`config.mk`:
```
export PLATFORM = sky130hd
export DESIGN_NAME = dual_issue_scheduler
export DESIGN_NICKNAME = d
export VERILOG_FILES = /design/src/rtl/issue_pkg.sv /design/src/rtl/mul_scoreboard.sv /design/src/rtl/dual_issue_scheduler.sv
export SDC_FILE = /design/constraint.sdc
export NUM_CORES = 1
export LEC_CHECK = 0
export ABC_AREA = 1
export CORE_UTILIZATION = 55
export CTS_BUF_LIST = sky130_fd_sc_hd__clkbuf_2
export DETAILED_ROUTE_END_ITERATION = 10
export PLACE_DENSITY = 0.79
export SYNTH_ARGS = -nofsm -noshare
export SYNTH_HDL_FRONTEND = slang
export SYNTH_SLANG_ARGS = --single-unit
```
`constraint.sdc`:
```
create_clock -name clk -period 3.65 [get_ports clk]
set_input_delay 1.095 -clock clk [delete_from_list [all_inputs] [get_ports clk]]
set_output_delay 1.095 -clock clk [all_outputs]
set_load 0.02 [all_outputs]
```
`src/rtl/issue_pkg.sv`:
```
// Shared definitions for the dual-issue scheduler.
// Holds the issue-state encoding, register-file geometry, the multiplier
// countdown width, and the scoreboard lookup and slot readiness helpers
// used by the issue logic.
package issue_pkg;

    localparam int NUM_REGS  = 32;
    localparam int REG_W     = 5;
    localparam int MUL_CNT_W = 4;

    typedef enum logic {
        PAIR  = 1'b0,
        SLOT1 = 1'b1
    } issue_state_t;

    // A register is pending only if it is not x0 and its scoreboard bit is set.
    function automatic logic sb_hit(input logic [NUM_REGS-1:0] busy,
                                    input logic [REG_W-1:0]    r);
        return (r != {REG_W{1'b0}}) && busy[r];
    endfunction

    // A slot can issue when it is valid, every operand it reads is not pending,
    // its destination is not pending, and a multiply also finds the unit free.
    function automatic logic slot_ok(input logic [NUM_REGS-1:0] busy,
                                     input logic                mul_free,
                                     input logic                valid,
                                     input logic [REG_W-1:0]    rs1,
                                     input logic [REG_W-1:0]    rs2,
                                     input logic [REG_W-1:0]    rd,
                                     input logic                has_rd,
                                     input logic                use_imm,
                                     input logic                is_mul);
        return valid
            && !sb_hit(busy, rs1)
            && !(sb_hit(busy, rs2) && !use_imm)
            && !(sb_hit(busy, rd) && has_rd)
            && !(is_mul && !mul_free);
    endfunction

endpackage

```
`src/rtl/mul_scoreboard.sv`:
```
// Pending-write tracker for the shared multi-cycle multiplier.
// Ports: clk/rst; set_en/set_rd mark a multiply granted this cycle;
// busy is the per-register pending vector (bit 0 is always 0); mul_free
// is high when no multiply is counting down; wb_valid/wb_rd form a
// one-cycle writeback pulse when the in-flight multiply completes.
module mul_scoreboard
    import issue_pkg::*;
#(
    parameter int MUL_LAT = 3
) (
    input  logic                clk,
    input  logic                rst,
    input  logic                set_en,
    input  logic [REG_W-1:0]    set_rd,
    output logic [NUM_REGS-1:0] busy,
    output logic                mul_free,
    output logic                wb_valid,
    output logic [REG_W-1:0]    wb_rd
);

    logic [NUM_REGS-1:0]  busy_r;
    logic [NUM_REGS-1:0]  busy_nxt_s;
    logic [MUL_CNT_W-1:0] mul_cnt_r;
    logic [REG_W-1:0]     mul_rd_r;
    logic                 wb_valid_r;
    logic [REG_W-1:0]     wb_rd_r;
    logic                 last_s;

    // Countdown reaches zero on this edge: retire the in-flight multiply.
    assign last_s = (mul_cnt_r == {{(MUL_CNT_W-1){1'b0}}, 1'b1});

    // Next scoreboard: retire the finishing destination, then mark a new one.
    always_comb begin
        busy_nxt_s = busy_r;
        if (last_s) begin
            busy_nxt_s[mul_rd_r] = 1'b0;
        end else begin
            busy_nxt_s = busy_nxt_s;
        end
        if (set_en && (set_rd != {REG_W{1'b0}})) begin
            busy_nxt_s[set_rd] = 1'b1;
        end else begin
            busy_nxt_s = busy_nxt_s;
        end
        busy_nxt_s[0] = 1'b0;
    end

    // Scoreboard, latency counter and writeback pulse registers.
    always_ff @(posedge clk or posedge rst) begin
        if (rst) begin
            busy_r     <= {NUM_REGS{1'b0}};
            mul_cnt_r  <= {MUL_CNT_W{1'b0}};
            mul_rd_r   <= {REG_W{1'b0}};
            wb_valid_r <= 1'b0;
            wb_rd_r    <= {REG_W{1'b0}};
        end else begin
            busy_r     <= busy_nxt_s;
            wb_valid_r <= last_s;
            wb_rd_r    <= last_s ? mul_rd_r : {REG_W{1'b0}};
            if (set_en) begin
                mul_cnt_r <= MUL_CNT_W'(MUL_LAT);
                mul_rd_r  <= set_rd;
            end else if (mul_cnt_r != {MUL_CNT_W{1'b0}}) begin
                mul_cnt_r <= mul_cnt_r - {{(MUL_CNT_W-1){1'b0}}, 1'b1};
            end else begin
                mul_cnt_r <= mul_cnt_r;
            end
        end
    end

    assign busy     = busy_r;
    assign mul_free = (mul_cnt_r == {MUL_CNT_W{1'b0}});
    assign wb_valid = wb_valid_r;
    assign wb_rd    = wb_rd_r;

endmodule

```
`src/rtl/dual_issue_scheduler.sv`:
```
// In-order issue controller for a two-wide decode pair.
// Inputs: clk, rst (async, active high), flush, and per-slot decode fields
// (valid, rs1, rs2, rd, has_rd, use_imm, is_mul).
// Outputs: stall (combinational hold for decode), registered issue strobes
// iss_valid_0/1, multiplier start iss_mul/iss_mul_slot, multiplier
// writeback mul_wb_valid/mul_wb_rd, scoreboard sb_busy and the
// dual-issue cycle counter dual_issue_cnt.
module dual_issue_scheduler
    import issue_pkg::*;
#(
    parameter int MUL_LAT = 3,
    parameter int CNT_W   = 32
) (
    input  logic                clk,
    input  logic                rst,
    input  logic                flush,
    input  logic                dec_valid_0,
    input  logic                dec_valid_1,
    input  logic [REG_W-1:0]    dec_rs1_0,
    input  logic [REG_W-1:0]    dec_rs1_1,
    input  logic [REG_W-1:0]    dec_rs2_0,
    input  logic [REG_W-1:0]    dec_rs2_1,
    input  logic [REG_W-1:0]    dec_rd_0,
    input  logic [REG_W-1:0]    dec_rd_1,
    input  logic                dec_has_rd_0,
    input  logic                dec_has_rd_1,
    input  logic                dec_use_imm_0,
    input  logic                dec_use_imm_1,
    input  logic                dec_is_mul_0,
    input  logic                dec_is_mul_1,
    output logic                stall,
    output logic                iss_valid_0,
    output logic                iss_valid_1,
    output logic                iss_mul,
    output logic                iss_mul_slot,
    output logic                mul_wb_valid,
    output logic [REG_W-1:0]    mul_wb_rd,
    output logic [NUM_REGS-1:0] sb_busy,
    output logic [CNT_W-1:0]    dual_issue_cnt
);

    issue_state_t        state_r, state_nxt_s;
    logic [NUM_REGS-1:0] busy_s;
    logic                mul_free_s;
    logic                ok_0_s, ok_1_s, pair_conf_s;
    logic                grant_0_s, grant_1_s, stall_s;
    logic                mul_0_s, mul_1_s, set_en_s;
    logic [REG_W-1:0]    set_rd_s;
    logic                iss_valid_0_r, iss_valid_1_r, iss_mul_r, iss_mul_slot_r;
    logic [CNT_W-1:0]    dual_cnt_r;

    assign ok_0_s = slot_ok(busy_s, mul_free_s, dec_valid_0, dec_rs1_0, dec_rs2_0,
                            dec_rd_0, dec_has_rd_0, dec_use_imm_0, dec_is_mul_0);
    assign ok_1_s = slot_ok(busy_s, mul_free_s, dec_valid_1, dec_rs1_1, dec_rs2_1,
                            dec_rd_1, dec_has_rd_1, dec_use_imm_1, dec_is_mul_1);

    // Hazards inside the pair that force slot 1 into the following cycle.
    always_comb begin
        pair_conf_s = 1'b0;
        if (dec_has_rd_0 && (dec_rd_0 != {REG_W{1'b0}}) &&
            ((dec_rd_0 == dec_rs1_1) || (!dec_use_imm_1 && (dec_rd_0 == dec_rs2_1)))) begin
            pair_conf_s = 1'b1;
        end else if (dec_has_rd_0 && dec_has_rd_1 && (dec_rd_0 == dec_rd_1) &&
                     (dec_rd_0 != {REG_W{1'b0}})) begin
            pair_conf_s = 1'b1;
        end else if (dec_is_mul_0 && dec_is_mul_1) begin
            pair_conf_s = 1'b1;
        end else begin
            pair_conf_s = 1'b0;
        end
    end

    // Grant, stall and next-state decision.
    always_comb begin
        grant_0_s   = 1'b0;
        grant_1_s   = 1'b0;
        stall_s     = 1'b0;
        state_nxt_s = state_r;
        if (flush) begin
            state_nxt_s = PAIR;
        end else begin
            case (state_r)
                PAIR: begin
                    if (dec_valid_0) begin
                        grant_0_s = ok_0_s;
                        grant_1_s = ok_0_s && ok_1_s && !pair_conf_s;
                        if (!grant_0_s) begin
                            stall_s = 1'b1;
                        end else if (dec_valid_1 && !grant_1_s) begin
                            stall_s     = 1'b1;
                            state_nxt_s = SLOT1;
                        end else begin
                            stall_s = 1'b0;
                        end
                    end else begin
                        // Slot 0 absent: slot 1 stands alone.
                        grant_1_s = ok_1_s;
                        stall_s   = dec_valid_1 && !ok_1_s;
                    end
                end
                SLOT1: begin
                    grant_1_s = ok_1_s;
                    if (ok_1_s) begin
                        state_nxt_s = PAIR;
                    end else begin
                        stall_s = 1'b1;
                    end
                end
                default: begin
                    state_nxt_s = PAIR;
                end
            endcase
        end
    end

    assign mul_0_s  = grant_0_s && dec_is_mul_0;
    assign mul_1_s  = grant_1_s && dec_is_mul_1;
    assign set_en_s = mul_0_s || mul_1_s;
    assign set_rd_s = mul_0_s ? dec_rd_0 : dec_rd_1;

    mul_scoreboard #(
        .MUL_LAT (MUL_LAT)
    ) u_mul_sb (
        .clk      (clk),
        .rst      (rst),
        .set_en   (set_en_s),
        .set_rd   (set_rd_s),
        .busy     (busy_s),
        .mul_free (mul_free_s),
        .wb_valid (mul_wb_valid),
        .wb_rd    (mul_wb_rd)
    );

    // State register and registered issue/statistics outputs.
    always_ff @(posedge clk or posedge rst) begin
        if (rst) begin
            state_r        <= PAIR;
            iss_valid_0_r  <= 1'b0;
            iss_valid_1_r  <= 1'b0;
            iss_mul_r      <= 1'b0;
            iss_mul_slot_r <= 1'b0;
            dual_cnt_r     <= {CNT_W{1'b0}};
        end else begin
            state_r        <= state_nxt_s;
            iss_valid_0_r  <= grant_0_s;
            iss_valid_1_r  <= grant_1_s;
            iss_mul_r      <= set_en_s;
            iss_mul_slot_r <= !mul_0_s && mul_1_s;
            if (grant_0_s && grant_1_s) begin
                dual_cnt_r <= dual_cnt_r + {{(CNT_W-1){1'b0}}, 1'b1};
            end else begin
                dual_cnt_r <= dual_cnt_r;
            end
        end
    end

    assign stall          = stall_s;
    assign iss_valid_0    = iss_valid_0_r;
    assign iss_valid_1    = iss_valid_1_r;
    assign iss_mul        = iss_mul_r;
    assign iss_mul_slot   = iss_mul_slot_r;
    assign sb_busy        = busy_s;
    assign dual_issue_cnt = dual_cnt_r;

endmodule

```
==> results.cfg, run 1 <==
[job]
drv_cap = 0

[logic_synthesis]
synth_top_area_frac = 0.3201
yosysWarnings = 0
synthTopCellsByArea = dfrtp_1 (32%), nand2_1 (16%), nand3_1 (7.5%)
ys.flop_type = dfrtp_1
ys_seq_elements = 83
netlist.top_cell.by_area = dfrtp_1
synth_area_per_cell_um2 = 6.588
synth_edf_count = 0
netlist_instances = 985
synth.distinct_cells = 45
synth_nets = 1030
netlist_area_um2 = 6489
synthArstFlopShare = 1.000
seq_area_frac_synth = 0.3201

[sta]
tns_ns = -4.023
fmax_ghz = 0.2550
fin_hold_ws_ns = 0.5657
setup_ws_ns = -0.2709
min_period_over_period = 1.074
fin_skew_ns = 0.03524
worst_slew_pin_slew_ns = 0.8933
rsz0062_at_grt = true
hold_viol = 0
setup_violations = 39
finalMaxSlewViolations = 0
max_slew_margin = 0.3999
period_minus_slack_ns = 3.921

[placed_design]
dp.cells = 1322
placed_area_um2 = 8539
routabilityCongestion = 1.045
dp_hpwl_um = 18120
portBuffers = 114

[critical_path]
cp-start-kind = input pin
crit_buf_inv = 3
crit_slowest_cell = clkdlybuf4s15_2
crit_family = simple AND/OR/NAND/NOR gates
slowest_delay_ns = 0.22
worstSetupPathType = input pin to primary output
crit_path_cell_trace = clkdlybuf4s15_2 -> buf_6 -> a21oi_1 -> o21ai_0 -> nand3_1 -> nand3_1 -> nand3_2 -> nand2_1 -> nand2_1 -> nand2_2 -> nand3_4 -> nor2_1 -> nor2_1 -> o21a_2 -> buf_6
endpoint_kind = primary output
required_ns = 2.55
arrival_ns = 2.83
crit_fanout = 6

[final_layout]
drive_gt1_frac = 0.2744
fillCellCount = 807
fin_nets = 1273
design_area_um2 = 9400
post-route-util = 0.8197
finalNonFillerCells = 1375
antennaDiodeCount = 0
syn_to_final_growth_pct = 44.87

[global_routing]
grt_pass1_vias = 7923
grt_max_degree = 84
grt_pass1_wl_um = 41450
grtUsageTotal = 0.4320
grt_antenna_before_repair = 0
gr-total-overflow = 0

[clock_tree]
clk_pin_slew_ns = 0.22
cts_made_buffers = 9
cts_tree = done
htreeDepth = 3
cts_buffer_depth = 2
clock_latency_ns = 0.60
root_buffer = clkbuf_2
cts_sinks = 83

[route]
wirelength_um = 27100
wl_per_cell_um = 19.71
drc = 0
dr.pass1.iters = 6
via_count = 8460
drt-vias-per-instance = 6.153
drt-initial-drc-count = 1157
final_antenna_net_count = 0

[floorplan]
initial_core_util = 0.5658
io_pins = 116
die_y_um = 110.6
die_width_um = 110.6
dieArea_um2 = 12240
core-area_um2 = 11470
num_rows = 39

[power]
powerDensity_nw_per_um2 = 435.2
combPwrFrac = 0.543
pwr-share-clk = 0.120
cellLeakagePower_nw = 4.365
peakVddDrop_uv = 528.1
p_int_mw = 2.159
power_switching_mw = 1.931
seq_power_share = 0.337
swShare = 0.4721

[status]
outcome = finished, violations left
failed_checks = setup timing

[min_path]
hp-class = register to register
## tightest hold or removal path, delay by kind of cell (launching register included)
family           cells  cell delay [ns]
flip-flops           1             0.44
AND/OR/NAND/NOR      2             0.11
## through the flow
step	worst slack (ns)	power, mW
floorplan	0.02082	2.257
global placement	-1.041	3.259
detailed placement	-1.054	3.299
CTS	-0.1132	3.864
global route	-0.3375	4.254
finish	-0.2709	4.091
## power groups by stage
stage	sequential [mW]	combinational [mW]	clock, mW
floorplan	1.48	0.781	0
global placement	1.35	1.91	0
detailed placement	1.36	1.93	0
CTS	1.35	2.02	0.491
global route	1.39	2.34	0.526
finish	1.38	2.22	0.491
## per-layer routing
metal | wire length (um) | GRT usage | part of all wire
met5 | 0 | 0 | 0
met4 | 1976 | 0.2418 | 0.073
met3 | 2986 | 0.07849 | 0.11
met2 | 12240 | 0.7039 | 0.45
met1 | 9894 | 0.5409 | 0.37
## Yosys cell counts, drive strengths merged, types with 3 or more instances
library cell	number
o22ai	10
nand3	104
xnor2	13
nor3	12
a22oi	3
nand2	289
nor2	81
o211ai	11
nor4	6
o21ai	118
buf	28
a21oi	51
nand3b	14
dfrtp	83
o31ai	4
clkbuf	5
inv	110
nand4	20
xor2	8
ha	4
## kinds of logic after synthesis
family | after synthesis | synth area share
AO/OA/AOI/OAI | 203 | 0.1741
XOR/XNOR | 21 | 0.02835
adder cells (fa/ha/maj) | 4 | 0.007713
flip-flops | 83 | 0.3201
AND/OR/NAND/NOR | 529 | 0.3725
buffers and inverters | 144 | 0.09661
other | 1 | 0.0005779
## sequential cells by signal, summed over array words and instances, names as in the netlist, 4 cells and up
name / count
u_mul_sb.busy: 31
dual_issue_cnt: 32
u_mul_sb.mul_cnt_r: 4
u_mul_sb.wb_rd: 5
u_mul_sb.mul_rd_r: 5
## final timing paths
| check | start | endpoint | slack, ns | cells after the start |
|---|---|---|---|---|
| hold / removal | dual_issue_cnt[31] | dual_issue_cnt[31] | 0.57 | 2 |
| min in group asynchronous | rst | u_mul_sb.busy[16] | 0.88 | 3 |
| setup reg to reg | u_mul_sb.busy[28] | u_mul_sb.busy[20] | -0.12 | 25 |
| max in group asynchronous | rst | iss_valid_0 | 2.42 | 3 |
| setup / recovery | dec_rs2_1[1] | stall | -0.27 | 15 |
| hold reg to reg | dual_issue_cnt[31] | dual_issue_cnt[31] | 0.57 | 2 |
## final cells by class
type | count | area, um2 | share of cell area
multi-input combinational | 759 | 4163 | 0.4428
timing repair buffer | 264 | 2419 | 0.2573
sequential | 83 | 2082 | 0.2215
inverter | 111 | 450.4 | 0.04792
tap | 143 | 178.9 | 0.01903
clock buffer | 11 | 55.05 | 0.005857
clock inverter | 4 | 52.55 | 0.005590
## cell usage in the layout (no fill, tap or decap), types with 37 or more instances in the layout
cell               n
a21oi_1           44
dfrtp_1           79
nand3_1           86
inv_1             77
o21ai_1           37
nor2_1            58
buf_4            124
nand2_1          256
clkdlybuf4s50_1   86
o21ai_0           53
## timing repair
action                                  4_1_cts  5_1_grt
endpoints found under the setup margin        1       40
hold buffers                                  0        0
buffers inserted                             23        8
cloned                                        6        1
pin swaps                                    39       41
gates resized for setup                     159      104
No activity file was read; power rests on OpenSTA's default activity.
==> run 2, diff against run 1 <==
--- a/config.mk
+++ b/config.mk
@@ -9,7 +9,7 @@
 export CORE_UTILIZATION = 55
 export CTS_BUF_LIST = sky130_fd_sc_hd__clkbuf_2
 export DETAILED_ROUTE_END_ITERATION = 10
-export PLACE_DENSITY = 0.79
+export PLACE_DENSITY = 0.83
 export SYNTH_ARGS = -nofsm -noshare
 export SYNTH_HDL_FRONTEND = slang
 export SYNTH_SLANG_ARGS = --single-unit
==> results.cfg, run 2 (same netlist as run 1, synthesis figures left out) <==
[global_routing]
grtUsageTotal = 0.4180
grt_max_degree = 44
grt_antenna_before_repair = 1
gr-total-overflow = 0
grt_pass1_wl_um = 40160
grt_pass1_vias = 7780

[critical_path]
crit_path_cell_trace = clkdlybuf4s15_2 -> buf_6 -> nand3_1 -> nand3_1 -> nand2_1 -> o21ai_1 -> nand3_2 -> nand3_4 -> inv_2 -> nand2_2 -> nand2_2 -> a21oi_2 -> o21a_2 -> buf_6
rr_worst_depth = 27
rr_startpoint = u_mul_sb.busy[13]
arrival_ns = 2.75
slowest_delay_ns = 0.23
crit_fanout = 8
crit_slowest_cell = clkdlybuf4s15_2
required_ns = 2.55
worstSetupPathType = input pin to primary output
cp-start-kind = input pin
endpoint_kind = primary output
critPathLaunch = dec_rd_0[1]

[route]
dr.pass1.iters = 9
drt-vias-per-instance = 6.077
wl_per_cell_um = 19.00
drt-initial-drc-count = 1063
via_count = 8314
wirelength_um = 25990
drc = 0
final_antenna_net_count = 0

[clock_tree]
cts_tree = done
clock_latency_ns = 0.59
cts_sinks = 83
cts_buffer_depth = 2
htreeDepth = 3
root_buffer = clkbuf_2
clk_pin_slew_ns = 0.26
cts_made_buffers = 9
hold_buffers = 0

[final_layout]
fin_nets = 1264
largest_register_ffs = 32
finalNonFillerCells = 1368
multi_input_area_um2 = 4015
design_area_um2 = 9179
final_cell_mix = nand2_1 (268), buf_4 (122), nand3_1 (88)
final_common_cell = nand2_1
drive_gt1_frac = 0.2467
fillCellCount = 851
seq_area_um2 = 2079
syn_to_final_growth_pct = 41.46

[floorplan]
die_y_um = 110.6
initial_core_util = 0.5658
dieArea_um2 = 12240
io_pins = 116
die_width_um = 110.6
num_rows = 39
core-area_um2 = 11470

[placed_design]
dp_slack_ns = -1.125
dp_hpwl_um = 18560
portBuffers = 114
dp.cells = 1322
routabilityCongestion = 1.043
placed_area_um2 = 8552

[sta]
worst_slew_pin_slew_ns = 0.7597
setup_violations = 27
finalMaxSlewViolations = 0
fin_skew_ns = 0.02684
max_slew_margin = 0.4929
rsz0062_at_grt = true
period_minus_slack_ns = 3.845
hold_viol = 0
fin_hold_ws_ns = 0.5761
min_period_over_period = 1.053
setup_ws_ns = -0.1950
fmax_ghz = 0.2601

[job]
drv_cap = 0

[power]
peakVddDrop_uv = 515.4
cellLeakagePower_nw = 4.278
powerDensity_nw_per_um2 = 437.0

[min_path]
min_path_cells = 2
hp-start = u_mul_sb.mul_rd_r[1]
hp-class = register to register

[status]
failed_checks = setup timing
outcome = finished, violations left
==> run 2: path summary, 6_finish.rpt <==
kind	endpoint	slack, ns
min in group asynchronous	dual_issue_cnt[1]	0.88
max in group asynchronous	u_mul_sb.busy[17]	2.10
min reg2reg	u_mul_sb.busy[28]	0.58
max	stall	-0.20
max reg2reg	u_mul_sb.busy[12]	-0.08
min	u_mul_sb.busy[28]	0.58
==> run 2: cell type report <==
cell class,count,share of cell area
multi-input combinational,758,0.4374
timing repair buffer,256,0.2561
sequential,83,0.2266
inverter,111,0.04866
tap,143,0.01949
clock inverter,7,0.006543
clock buffer,9,0.004907
antenna,1,0.0002726
==> run 2: stage by stage <==
stage,setup TNS (ns),utilization,power [mW]
floorplan,0,-,2.257
global placement,-2.669,0.7458,3.264
finish,-1.715,0.8004,4.011
CTS,-0.1064,0.7852,3.840
detailed placement,-3.815,0.7458,3.304
global route,-4.446,0.8004,4.175
==> run 2: layer usage <==
layer | vias up | share of wire | wire (um) | track usage
li1 | 3753 | - | - | -
met1 | 3833 | 0.35 | 9191 | 0.5085
met2 | 603 | 0.47 | 12310 | 0.6890
met3 | 125 | 0.12 | 3085 | 0.08836
met4 | 0 | 0.054 | 1404 | 0.2329
met5 | - | 0 | 0 | 0
==> run 2: timing repair <==
action,CTS,global route
buffers inserted,19,6
pin swaps,30,26
gates resized for setup,151,62
endpoints found under the setup margin,1,38
cloned,4,0
==> run 2: worst max-delay path: cells and delay by family <==
| family | cells | cell delay, ns |
|---|---|---|
| AO/OA/AOI/OAI | 3 | 0.47 |
| AND/OR/NAND/NOR | 7 | 0.64 |
| buffers and inverters | 4 | 0.55 |
==> run 2: report_power, final <==
| group | total, mW | leakage [nW] | internal (mW) | switching, mW |
|---|---|---|---|---|
| clock | 0.466 | 0.0644 | 0.104 | 0.362 |
| combinational | 2.17 | 3.22 | 0.869 | 1.30 |
| sequential | 1.38 | 0.994 | 1.11 | 0.272 |
| total | 4.01 | 4.28 | 2.08 | 1.93 |
